===== config.mk =====
export PLATFORM = sky130hd
export DESIGN_NAME = hazard_ctrl
export DESIGN_NICKNAME = d
export VERILOG_FILES = /design/src/rtl/hazard_ctrl.sv
export SDC_FILE = /design/constraint.sdc
export NUM_CORES = 1
export LEC_CHECK = 0
export ABC_AREA = 1
export BUFFER_PORTS_ARGS = -buffer_cell sky130_fd_sc_hd__buf_2
export CAP_MARGIN = 20
export CORE_MARGIN = 2
export CORE_UTILIZATION = 51
export CTS_BUF_LIST = sky130_fd_sc_hd__clkbuf_4 sky130_fd_sc_hd__clkbuf_8 sky130_fd_sc_hd__clkbuf_16
export DETAILED_ROUTE_END_ITERATION = 10
export PLACE_DENSITY = 0.8
export SLEW_MARGIN = 25
export SYNTH_ARGS = -nofsm -noshare
export SYNTH_HDL_FRONTEND = slang
export SYNTH_SLANG_ARGS = --single-unit

===== constraint.sdc =====
create_clock -name clk -period 2.05 [get_ports clk]
set_input_delay 0.41 -clock clk [delete_from_list [all_inputs] [get_ports clk]]
set_output_delay 0.41 -clock clk [all_outputs]
set_load 0.05 [all_outputs]

===== src/rtl/hazard_ctrl.sv =====
// Pipeline hazard controller: stall/flush/forwarding control for the five-stage core,
// with a memory-wait timeout FSM and a saturating stall-cycle counter.
module hazard_ctrl #(
   parameter int MAX_WAIT = 15,
   parameter int CNT_W    = 16
) (
   input  logic             clk,
   input  logic             reset,
   input  logic [3:0]       id_rn,
   input  logic [3:0]       id_rm,
   input  logic [3:0]       id_rd,
   input  logic             id_use_rn,
   input  logic             id_use_rm,
   input  logic             id_use_rd,
   input  logic [3:0]       ex_rd,
   input  logic             ex_rf_en,
   input  logic             ex_load,
   input  logic [3:0]       mem_rd,
   input  logic             mem_rf_en,
   input  logic             mem_datamem_en,
   input  logic             mem_ready,
   input  logic [3:0]       wb_rd,
   input  logic             wb_rf_en,
   input  logic             branch_taken,
   output logic             nop_sel,
   output logic             pc_le,
   output logic             ifid_le,
   output logic             idex_le,
   output logic             exmem_le,
   output logic             memwb_le,
   output logic             ifid_clr,
   output logic [1:0]       fwd_a,
   output logic [1:0]       fwd_b,
   output logic [1:0]       fwd_c,
   output logic             mem_timeout,
   output logic [CNT_W-1:0] stall_count
);

   localparam int WW = $clog2(MAX_WAIT + 1);
   localparam logic [WW-1:0] WAIT_LAST = WW'(MAX_WAIT - 1);

   typedef enum logic [1:0] {S_RUN, S_WAIT, S_ERROR} state_t;

   state_t        state;
   logic [WW-1:0] wait_cnt;
   logic          freeze;
   logic          load_use;
   logic          pc_stall;

   // EX results from a load are not available yet, so that stage is skipped.
   function automatic logic [1:0] fwd_sel(input logic [3:0] src, input logic used);
      logic [1:0] sel;
      sel = 2'b00;
      if (used && src != 4'd15) begin
         if (ex_rf_en && !ex_load && ex_rd == src)
            sel = 2'b01;
         else if (mem_rf_en && mem_rd == src)
            sel = 2'b10;
         else if (wb_rf_en && wb_rd == src)
            sel = 2'b11;
      end
      return sel;
   endfunction

   always_comb begin
      freeze   = (mem_datamem_en && !mem_ready) || state == S_ERROR;
      load_use = ex_load && ex_rf_en &&
                 ((id_use_rn && id_rn == ex_rd) ||
                  (id_use_rm && id_rm == ex_rd) ||
                  (id_use_rd && id_rd == ex_rd));
      pc_stall = freeze || (load_use && !branch_taken);
   end

   // Priority: reset forcing, then freeze, then branch flush, then load-use bubble.
   always_comb begin
      nop_sel  = 1'b0;
      ifid_clr = 1'b0;
      pc_le    = 1'b1;
      ifid_le  = 1'b1;
      idex_le  = 1'b1;
      exmem_le = 1'b1;
      memwb_le = 1'b1;
      fwd_a    = 2'b00;
      fwd_b    = 2'b00;
      fwd_c    = 2'b00;
      if (reset) begin
         nop_sel  = 1'b1;
         ifid_clr = 1'b1;
         pc_le    = 1'b0;
         ifid_le  = 1'b0;
         idex_le  = 1'b0;
         exmem_le = 1'b0;
         memwb_le = 1'b0;
      end else begin
         fwd_a = fwd_sel(id_rn, id_use_rn);
         fwd_b = fwd_sel(id_rm, id_use_rm);
         fwd_c = fwd_sel(id_rd, id_use_rd);
         if (freeze) begin
            pc_le    = 1'b0;
            ifid_le  = 1'b0;
            idex_le  = 1'b0;
            exmem_le = 1'b0;
            memwb_le = 1'b0;
         end else if (branch_taken) begin
            nop_sel  = 1'b1;
            ifid_clr = 1'b1;
         end else if (load_use) begin
            nop_sel = 1'b1;
            pc_le   = 1'b0;
            ifid_le = 1'b0;
         end
      end
   end

   // Wait-state FSM; the wait counter holds the number of cycles already spent in WAIT.
   always_ff @(posedge clk) begin
      if (reset) begin
         state       <= S_RUN;
         wait_cnt    <= '0;
         mem_timeout <= 1'b0;
         stall_count <= '0;
      end else begin
         if (pc_stall && stall_count != {CNT_W{1'b1}})
            stall_count <= stall_count + CNT_W'(1);
         case (state)
            S_RUN: begin
               if (freeze)
                  state <= S_WAIT;
            end
            S_WAIT: begin
               if (mem_ready) begin
                  state    <= S_RUN;
                  wait_cnt <= '0;
               end else if (wait_cnt == WAIT_LAST) begin
                  state       <= S_ERROR;
                  mem_timeout <= 1'b1;
               end else begin
                  wait_cnt <= wait_cnt + WW'(1);
               end
            end
            default: begin
               state <= S_ERROR;
            end
         endcase
      end
   end

endmodule

==> out/qor.yml, run 1 <==
end_kind: "output port"
worstMarginPinSlew_ns: 0.390
peakVddDrop_uv: 213
synth_ff_type: "dfxtp_1"
dieWidth_um: 66.7
place_inst: 455
vias_per_cell: 5.28
cp.arrival_ns: 1.60
fmax_mhz: 498
vias: 2424
syn_to_final_growth_pct: 28.0
ys.warnings.count: 0
drive_gt1_share_pct: 29.4
critical_path.max_fanout: 5
drv_cap: 0
cts_num_sinks: 23
postSynthAreaPerCell_um2: 6.02
overflow: 0
grt_pass1_vias: 2049
cts.clk_slew.worst_paths_ns: 0.08
layout_min_cycle_time_ns: 2.01
fin_hold_ws_ns: 0.350
rr_worst_depth: 8
nNetsFinal: 451
crit_chain: "buf_2 -> inv_1 -> a221oi_1 -> nand3_1 -> a211oi_4 -> buf_6"
die-area_mm2: 0.00444
cts_setup_buffers: 0
setup_violations: 0
rows: 22
routed_wl_um: 5720
diodes: 0
antenna_found_initial: 0
core_mm2: 0.00372
first_pass_iters: 4
yosysUniqueCellTypes: 32
hpwl_um: 4550
p_per_area_mw_per_mm2: 454
htreeDepth: 1
cellLeakagePower_uw: 0.00128
timing.final.crit_share_pct: 97.9
hold_violations: 0
synth-edff-count: 0
clock_latency_ns: 0.27
cts_buffers: 3
die_y_um: 66.7
gp_congestion: 0.982
routedWlPerCell_um: 12.5
drc: 0
grt_max_degree: 32
layout_commonest_cell: "nand2_1"
most-common-layout-cells: "78 x nand2_1, 59 x buf_2, 47 x nor2_1"
grt_pass1_wl_um: 8930
finalNonFillerCells: 459
critPathLaunchType: "primary input"
ant_nets: 0
syn_area_mm2: 0.00200
portBuffers: 65
yosys_register_bits: 23
crit_required_ns: 1.64
synth_nets: 372
hold_path_class: "in -> reg"
relSlewSlack_pct: 73.7
drt_iter0_markers: 130
min_path_cells: 2
skew_ns: 0.00384
synthCells: 333
rsz0062_at_grt: "yes"
status: "finished clean"
async_flop_share_pct: 0
ios: 66
initial_core_util_pct: 53.9
clockBufferDepth: 2
slew_viol_final: 0
crit_type: "in -> out"
critPathMaxStageDelay_ns: 0.31
track_usage_pct: 25.7
yosysSeqAreaShare_pct: 23.0
cts_tree: "yes"
slowest_stage: "a221oi_1"
ctsRootBufferMaster: "clkbuf_8"
hold_buffers: 0
## power by group
| group | internal (uW) | total [uW] | switching, uW |
|---|---|---|---|
| registers | 460 | 476 | 15.9 |
| logic | 140 | 404 | 264 |
| clock network | 136 | 284 | 148 |
## area by class of cell
| cell class | instances | area (um^2) |
|---|---|---|
| clock buffers | 3 | 41.3 |
| clock inverters | 1 | 5.00 |
| fillers | 363 | 1150 |
| inverters | 45 | 169 |
| multi-input cells | 255 | 1340 |
| flip-flops and latches | 23 | 460 |
| well taps | 48 | 60.1 |
| repair buffers | 84 | 494 |
## cell families (layout without fill, tap and decap cells)
group	count (synthesis)	after routing	synth area share, %
and+or+nand+nor	186	186	41.6
buffers and inverters	55	133	12.7
AOI/OAI and AO/OA	53	53	15.1
DFF	23	23	23.0
xor gates and xnor gates	13	13	5.68
adders and majority gates	3	3	1.87
## registers in the layout, indices dropped and copies added, names as in the netlist
name and flops:
state 2, mem_timeout 1, wait_cnt 4, stall_count 16
## through the flow
step | util (%) | total power [uW] | instance area, um^2 | TNS (ns) | worst slack [ns]
floorplan | - | 745 | 2030 | -0.452 | -0.206
global placement | 66.4 | 872 | 2470 | -0.0172 | -0.0172
detailed placement | 66.4 | 876 | 2470 | -0.0200 | -0.0112
CTS | 67.9 | 1160 | 2520 | 0 | 0.00862
global route | 69.0 | 1230 | 2560 | -0.0986 | -0.0645
finish | 69.0 | 1160 | 2560 | 0 | 0.0431
## worst max-delay path, delay by kind of cell
family                 cells  cell delay (ns)
AOI/OAI and AO/OA          2             0.56
buffers and inverters      3             0.41
and+or+nand+nor            1             0.20
## layer usage
layer | up-vias | share of wire, % | track usage, %
met1 | 1099 | 45 | 31.9
met4 | 0 | 1.0 | 6.38
met5 | - | 0 | 0
li1 | 1238 | - | -
met2 | 81 | 49 | 46.6
met3 | 6 | 5.2 | 3.38
## worst paths after layout
check,startpoint,end,slack (ns)
worst max-delay path,mem_rd[1],fwd_a[1],0.04
worst min-delay path,mem_ready,wait_cnt[3],0.35
worst max register to register,stall_count[0],stall_count[2],0.32
worst min register to register,mem_timeout,mem_timeout,0.46
## cells in the mapped netlist (5+ instances only)
library cell	count	share of area (%)
a21oi_1	28	7.0
nand2_1	78	15
inv_2	10	1.9
nand4_1	6	1.9
buf_4	5	1.9
xnor2_1	6	2.6
o22ai_1	7	2.2
nand3_1	28	7.0
dfxtp_1	23	23
o21ai_0	9	2.2
inv_1	35	6.6
nor3_1	5	1.2
xor2_1	7	3.1
nor2_1	51	9.6
## what timing repair did
item / 4_1_cts / 5_1_grt
pin swaps: 0 / 1
endpoints found under the setup margin: 3 / 9
endpoints found under the hold margin: 0 / 0
gates resized for setup: 3 / 16
(Power assumes the default switching activity.)
==> run 2: changes to the inputs <==
- CAP_MARGIN: 20 -> not set
- CTS_BUF_LIST: sky130_fd_sc_hd__clkbuf_4 sky130_fd_sc_hd__clkbuf_8 sky130_fd_sc_hd__clkbuf_16 -> sky130_fd_sc_hd__clkbuf_16
==> out/qor.yml, run 2 (synthesis results as in run 1) <==
ios: 66  # unchanged
clock_latency_ns: 0.26  # about the same
gp_congestion: 0.982  # unchanged
nNetsFinal: 451  # unchanged
timing.final.crit_share_pct: 97.5  # -0.37 points
first_pass_iters: 4  # unchanged
cts_tree: "yes"
clockBufferDepth: 2  # unchanged
regArea_um2: 460  # unchanged
largest_register_ffs: 16  # unchanged
peakVddDrop_uv: 283  # +33%
crit_type: "in -> out"
drive_gt1_share_pct: 29.4  # unchanged
vias: 2425  # +0.041%
ctsRootBufferMaster: "clkbuf_16"
core_mm2: 0.00372  # unchanged
routedWlPerCell_um: 12.4  # -0.30%
cp_num_buf_inv: 3  # unchanged
layout_min_cycle_time_ns: 2.00  # -0.00748 ns
initial_core_util_pct: 53.9  # unchanged
drv_cap: 0  # unchanged
finalNonFillerCells: 459  # unchanged
portBuffers: 65  # unchanged
critPathLaunchType: "primary input"
hold_violations: 0  # unchanged
grt_pass1_wl_um: 8980  # +0.62%
die-area_mm2: 0.00444  # unchanged
htreeDepth: 1  # unchanged
cp.arrival_ns: 1.59  # about the same
fin_ws_ns: 0.0506  # +0.00748 ns
critPathMaxStageDelay_ns: 0.26  # -0.05 ns
skew_ns: 0.00369  # -0.000154 ns
cts_buffers: 3  # unchanged
grt_max_degree: 32  # unchanged
fin_util_pct: 69.9  # +0.91 points
cts.clk_slew.worst_paths_ns: 0.06  # -0.02 ns
place_inst: 455  # unchanged
grt_pass1_vias: 2081  # +1.6%
layout_commonest_cell: "nand2_1"
hold_path_class: "in -> reg"
drt_iter0_markers: 136  # +4.6%
drc: 0  # unchanged
regMostFlops: "stall_count"
routed_wl_um: 5710  # -0.30%
dieWidth_um: 66.7  # unchanged
cts_setup_buffers: 0  # unchanged
worstMarginPinSlew_ns: 0.391  # +0.000689 ns
hold_buffers: 0  # unchanged
rr_worst_depth: 10  # +2
fmax_mhz: 500  # +0.37%
track_usage_pct: 25.8  # +0.035 points
slowest_stage: "a221oi_1"
status: "finished clean"
most-common-layout-cells: "78 x nand2_1, 59 x buf_2, 47 x nor2_1"
rows: 22  # unchanged
setup_violations: 0  # unchanged
cellLeakagePower_uw: 0.00130  # +1.2%
min_path_cells: 2  # unchanged
crit_required_ns: 1.64  # about the same
cp_top_family: "compound AO/OA/AOI/OAI gates"
end_kind: "output port"
cts_num_sinks: 23  # unchanged
rsz0062_at_grt: "yes"
p_per_area_mw_per_mm2: 501  # +10%
diodes: 0  # unchanged
multi_input_comb_area_mm2: 0.00134  # unchanged
die_y_um: 66.7  # unchanged
cp.depth: 8  # +2
antenna_found_initial: 0  # unchanged
top_regs: "stall_count: 16 flops, wait_cnt: 4 flops, state: 2 flops"
hpwl_um: 4550  # unchanged
overflow: 0  # unchanged
dpl_worst_slack_ns: -0.0112  # unchanged
relSlewSlack_pct: 73.7  # about the same
nFillCells: 354  # -2.5%
slew_viol_final: 0  # unchanged
fin_setup_tns_ns: 0  # unchanged
critical_path.max_fanout: 3  # -2
vias_per_cell: 5.28  # about the same
syn_to_final_growth_pct: 29.7
crit_chain: "buf_2 -> inv_1 -> nand2_1 -> a221oi_1 -> o2111ai_1 -> a21oi_1 -> nor2_1 -> clkbuf_4"
ant_nets: 0  # unchanged
## run 2: cell count changes in the layout (fill, tap and decap cells not counted)
cell,delta
clkbuf_16,+3
clkbuf_8,-3
## run 2: worst register-to-register path, cell delays in order, from the launching register on
cell and delay, ns:
dfxtp_1 0.41, ha_1 0.21, nand3_1 0.11, nor2_2 0.18
nand4_2 0.17, nor2_4 0.14, inv_2 0.13, nand2_1 0.12
nand2_1 0.06, nand2_1 0.05, nor2_1 0.03
## run 2: power by group
group | leakage [uW] | internal (uW) | switching [uW]
Clock | 0.0000409 | 262 | 159
Sequential | 0.000187 | 461 | 16.0
Combinational | 0.00107 | 140 | 263
## run 2: cell type report
cell class                 instances  share of cell area [%]
inverter                          45                    6.50
sequential                        23                    17.7
multi-input combinational        255                    51.4
clock inverter                     1                   0.193
clock buffer                       3                    2.89
timing repair buffer              84                    19.0
tap                               48                    2.31
## run 2: final timing paths
| kind | endpoint | startpoint | slack [ns] |
|---|---|---|---|
| setup reg to reg | stall_count[9] | stall_count[0] | 0.32 |
| setup / recovery | fwd_c[0] | mem_rd[2] | 0.05 |
| hold reg to reg | mem_timeout | mem_timeout | 0.45 |
| hold / removal | wait_cnt[3] | mem_ready | 0.37 |
## run 2: routing by layer
layer	up-vias	track usage (%)	part of all wire, %
li1	1240	-	-
met1	1092	31.8	43
met2	87	47.6	50
met3	6	2.36	5.6
met4	0	6.38	1.1
met5	-	0	0
## run 2: metrics by stage
step	hold WS [ns]	total power (uW)	instance area (um^2)
final	0.368	1300	2600
after global routing	0.378	1360	2600
after CTS	0.364	1300	2560
after detailed placement	0.445	876	2470
after global placement	0.436	872	2470
after floorplan	0.461	745	2030
## run 2: what timing repair did
action                     in CTS  in global routing
pin swaps                       0                  1
setup endpoints to repair       3                  9
resized for setup               3                 16
==> run 3: changes to the inputs <==
- ABC_AREA: 1 -> not set
- CORE_UTILIZATION: 51 -> 49
- PLACE_DENSITY: 0.8 -> 0.77
==> out/qor.yml, run 3 <==
cts_tree: "yes"
grt_pass1_wl_um: 10200  # +14%
track_usage_pct: 31.9  # +6.1 points
place_inst: 368  # -19%
rows: 21  # -4.5%
crit_top_cell: "buf_6"
slew_viol_final: 0  # unchanged
drive_gt1_share_pct: 56.3  # +27 points
most-common-layout-cells: "47 x buf_2, 40 x buf_4, 24 x buf_6"
async_flop_share_pct: 0  # unchanged
postSynthAreaPerCell_um2: 7.66  # +27%
worstMarginPinSlew_ns: 0.392  # +0.00110 ns
fin_hold_ws_ns: 0.478  # +0.110 ns
critical_path.max_fanout: 3  # unchanged
ant_nets: 0  # unchanged
fin_ws_ns: -0.240  # -0.291 ns
min_path_cells: 2  # unchanged
die-area_mm2: 0.00411  # -7.6%
relSlewSlack_pct: 73.6  # about the same
diodes: 0  # unchanged
dieWidth_um: 64.1  # -3.9%
drv_cap: 0  # unchanged
rsz0062_at_grt: "yes"
hold_violations: 0  # unchanged
yosysUniqueCellTypes: 34  # +6.3%
overflow: 0  # unchanged
cp.arrival_ns: 1.88  # +0.29 ns
r2r-start: "stall_count[0]"
yosysMostFrequentCell: "a21oi_1"
synthCells: 231  # -31%
layout_commonest_cell: "buf_2"
critPathMaxStageDelay_ns: 0.33  # +0.07 ns
hp-start: "mem_timeout"
fin_setup_tns_ns: -3.31  # -3.31 ns
initial_core_util_pct: 52.2  # -1.7 points
grt_busiest_layer: "met2"
hold_path_class: "reg -> reg"
cts_num_sinks: 23  # unchanged
yosysSeqAreaShare_pct: 26.0  # +3.0 points
cts.clk_slew.worst_paths_ns: 0.06  # about the same
syn_area_mm2: 0.00177  # -12%
routedWlPerCell_um: 24.8  # +99%
portBuffers: 65  # unchanged
synth_nets: 270  # -27%
drt_iter0_markers: 401  # +190%
skew_ns: 0.00726  # +0.00357 ns
antenna_found_initial: 0  # unchanged
crit_required_ns: 1.64  # about the same
ys.warnings.count: 0  # unchanged
crit_type: "in -> out"
grt_pass1_vias: 2136  # +2.6%
failed_checks: "negative setup slack"
hpwl_um: 4000  # -12%
layout_min_cycle_time_ns: 2.29  # +0.291 ns
grtUsageMet2_pct: 56.1  # +8.5 points
regMostFlops: "stall_count"
slowest_stage: "o22a_2"
cellLeakagePower_uw: 0.00126  # -3.1%
end_kind: "output port"
synth-edff-count: 0  # unchanged
synth_commonest_cells: "27 x a21oi_1, 23 x dfxtp_1, 22 x xor2_1, 20 x nor2_1, 14 x xnor2_1"
startpoint: "ex_rd[2]"
clock_latency_ns: 0.27  # about the same
die_y_um: 64.1  # -3.9%
nFillCells: 119  # -66%
finalNonFillerCells: 389  # -15%
cp_num_buf_inv: 3  # unchanged
synth_top_area_share_pct: 26.0  # +3.0 points
clockBufferDepth: 2  # unchanged
hold_buffers: 0  # unchanged
timing.final.crit_share_pct: 112  # +14 points
peakVddDrop_uv: 803  # +180%
status: "finished with violations"
vias_per_cell: 6.82  # +29%
synth_top_cells_by_area: "dfxtp_1 26%, xor2_1 11%, a21oi_1 7.6%"
vias: 2653  # +9.4%
core_mm2: 0.00339  # -8.8%
crit_chain: "buf_6 -> buf_6 -> xnor2_2 -> nand4_1 -> o22a_2 -> a21oi_2 -> a21o_1 -> buf_6"
min_to: "mem_timeout"
p_total_uw: 1390  # +6.5%
htreeDepth: 1  # unchanged
p_per_area_mw_per_mm2: 444  # -11%
nNetsFinal: 383  # -15%
cp_top_family: "compound AO/OA/AOI/OAI gates"
first_pass_iters: 5  # +1
critPathLaunchType: "primary input"
routed_wl_um: 9630  # +69%
grt_util_met1_pct: 36.7  # +4.9 points
ctsRootBufferMaster: "clkbuf_16"
largest_register_ffs: 16  # unchanged
grt_max_degree: 26  # -19%
setup_violations: 24  # +24
gp_congestion: 0.942  # -4.1%
reg2reg_to: "stall_count[7]"
cts_buffers: 3  # unchanged
syn_to_final_growth_pct: 76.4
ios: 66  # unchanged
yosys_register_bits: 23  # unchanged
rr_worst_depth: 8  # -2
fmax_mhz: 437  # -13%
reg2reg_slack_ns: -0.07  # -0.39 ns
synth_ff_type: "dfxtp_1"
synth_top_cell_by_area: "dfxtp_1"
grt_use_met3_pct: 5.81  # +3.4 points
drc: 0  # unchanged
top_regs: "stall_count: 16 flops, wait_cnt: 4 flops, state: 2 flops"
-- run 3: changes by cell type after synthesis, sizes merged, moves of 5 or more --
cell and delta:
nor4 +6, or4 +12, nor2 -36, o22ai -7, nand3 -20, xnor2 +8, inv -34, nand2 -67
xor2 +15, o31ai +11, buf -5, nor2b +5, o21ai -5
-- run 3: layout make-up --
class / instances / area (um^2) / share of cell area (%)
inverter: 11 / 41.3 / 1.32
timing repair buffer: 114 / 851 / 27.3
multi-input combinational: 191 / 1620 / 52.0
clock buffer: 3 / 75.1 / 2.41
tap: 46 / 57.6 / 1.84
sequential: 23 / 467 / 15.0
clock inverter: 1 / 5.00 / 0.160
-- run 3: worst max-delay path by stage --
stage | end | slack [ns] | cells past startpoint
2_1_floorplan | stall_count[1] | -0.04 | 8
3_3_place_gp | stall_count[7] | -0.16 | 7
3_5_place_dp | stall_count[6] | -0.20 | 8
4_1_cts | nop_sel | -0.08 | 8
5_1_grt | nop_sel | -0.28 | 7
6_report | nop_sel | -0.24 | 8
-- run 3: cell families (layout without fill, tap and decap cells) --
logic type                 after synthesis  after routing  synth area share (%)
muxes                                    2              2                  1.20
AOI/OAI and AO/OA                       51             54                  18.0
and+or+nand+nor                         96             96                  29.6
adders and majority gates                3              3                  2.12
buffers and inverters                   20            129                  5.30
DFF                                     23             23                  26.0
xor gates and xnor gates                36             36                  17.8
-- run 3: routing by layer --
layer	vias up	wire length (um)
met3	99	1100
li1	1068	-
met5	-	0
met1	1197	3340
met4	0	892
met2	289	4300
-- run 3: what timing repair did --
action	CTS	global route
gates resized for setup	37	80
setup endpoints to repair	10	26
buffers inserted	2	12
gates cloned	1	2
pin swaps	11	44
-- run 3: report_power, final --
group | switching, uW | internal (uW)
clock | 183 | 263
sequential | 5.58 | 450
combinational | 280 | 203
-- run 3: stage by stage --
stage / worst slack [ns] / cell area (um^2) / utilization, %
after floorplan: -0.0417 / 1830 / -
after global placement: -0.165 / 2420 / 71.3
after detailed placement: -0.196 / 2420 / 71.3
after CTS: -0.0754 / 2670 / 78.9
after global routing: -0.282 / 3120 / 92.1
final: -0.240 / 3120 / 92.1
-- run 3: tightest hold or removal path, stage by stage (launching register included) --
cell,delay (ns)
dfxtp_1,0.33
nor2_1,0.05
nor2_1,0.07
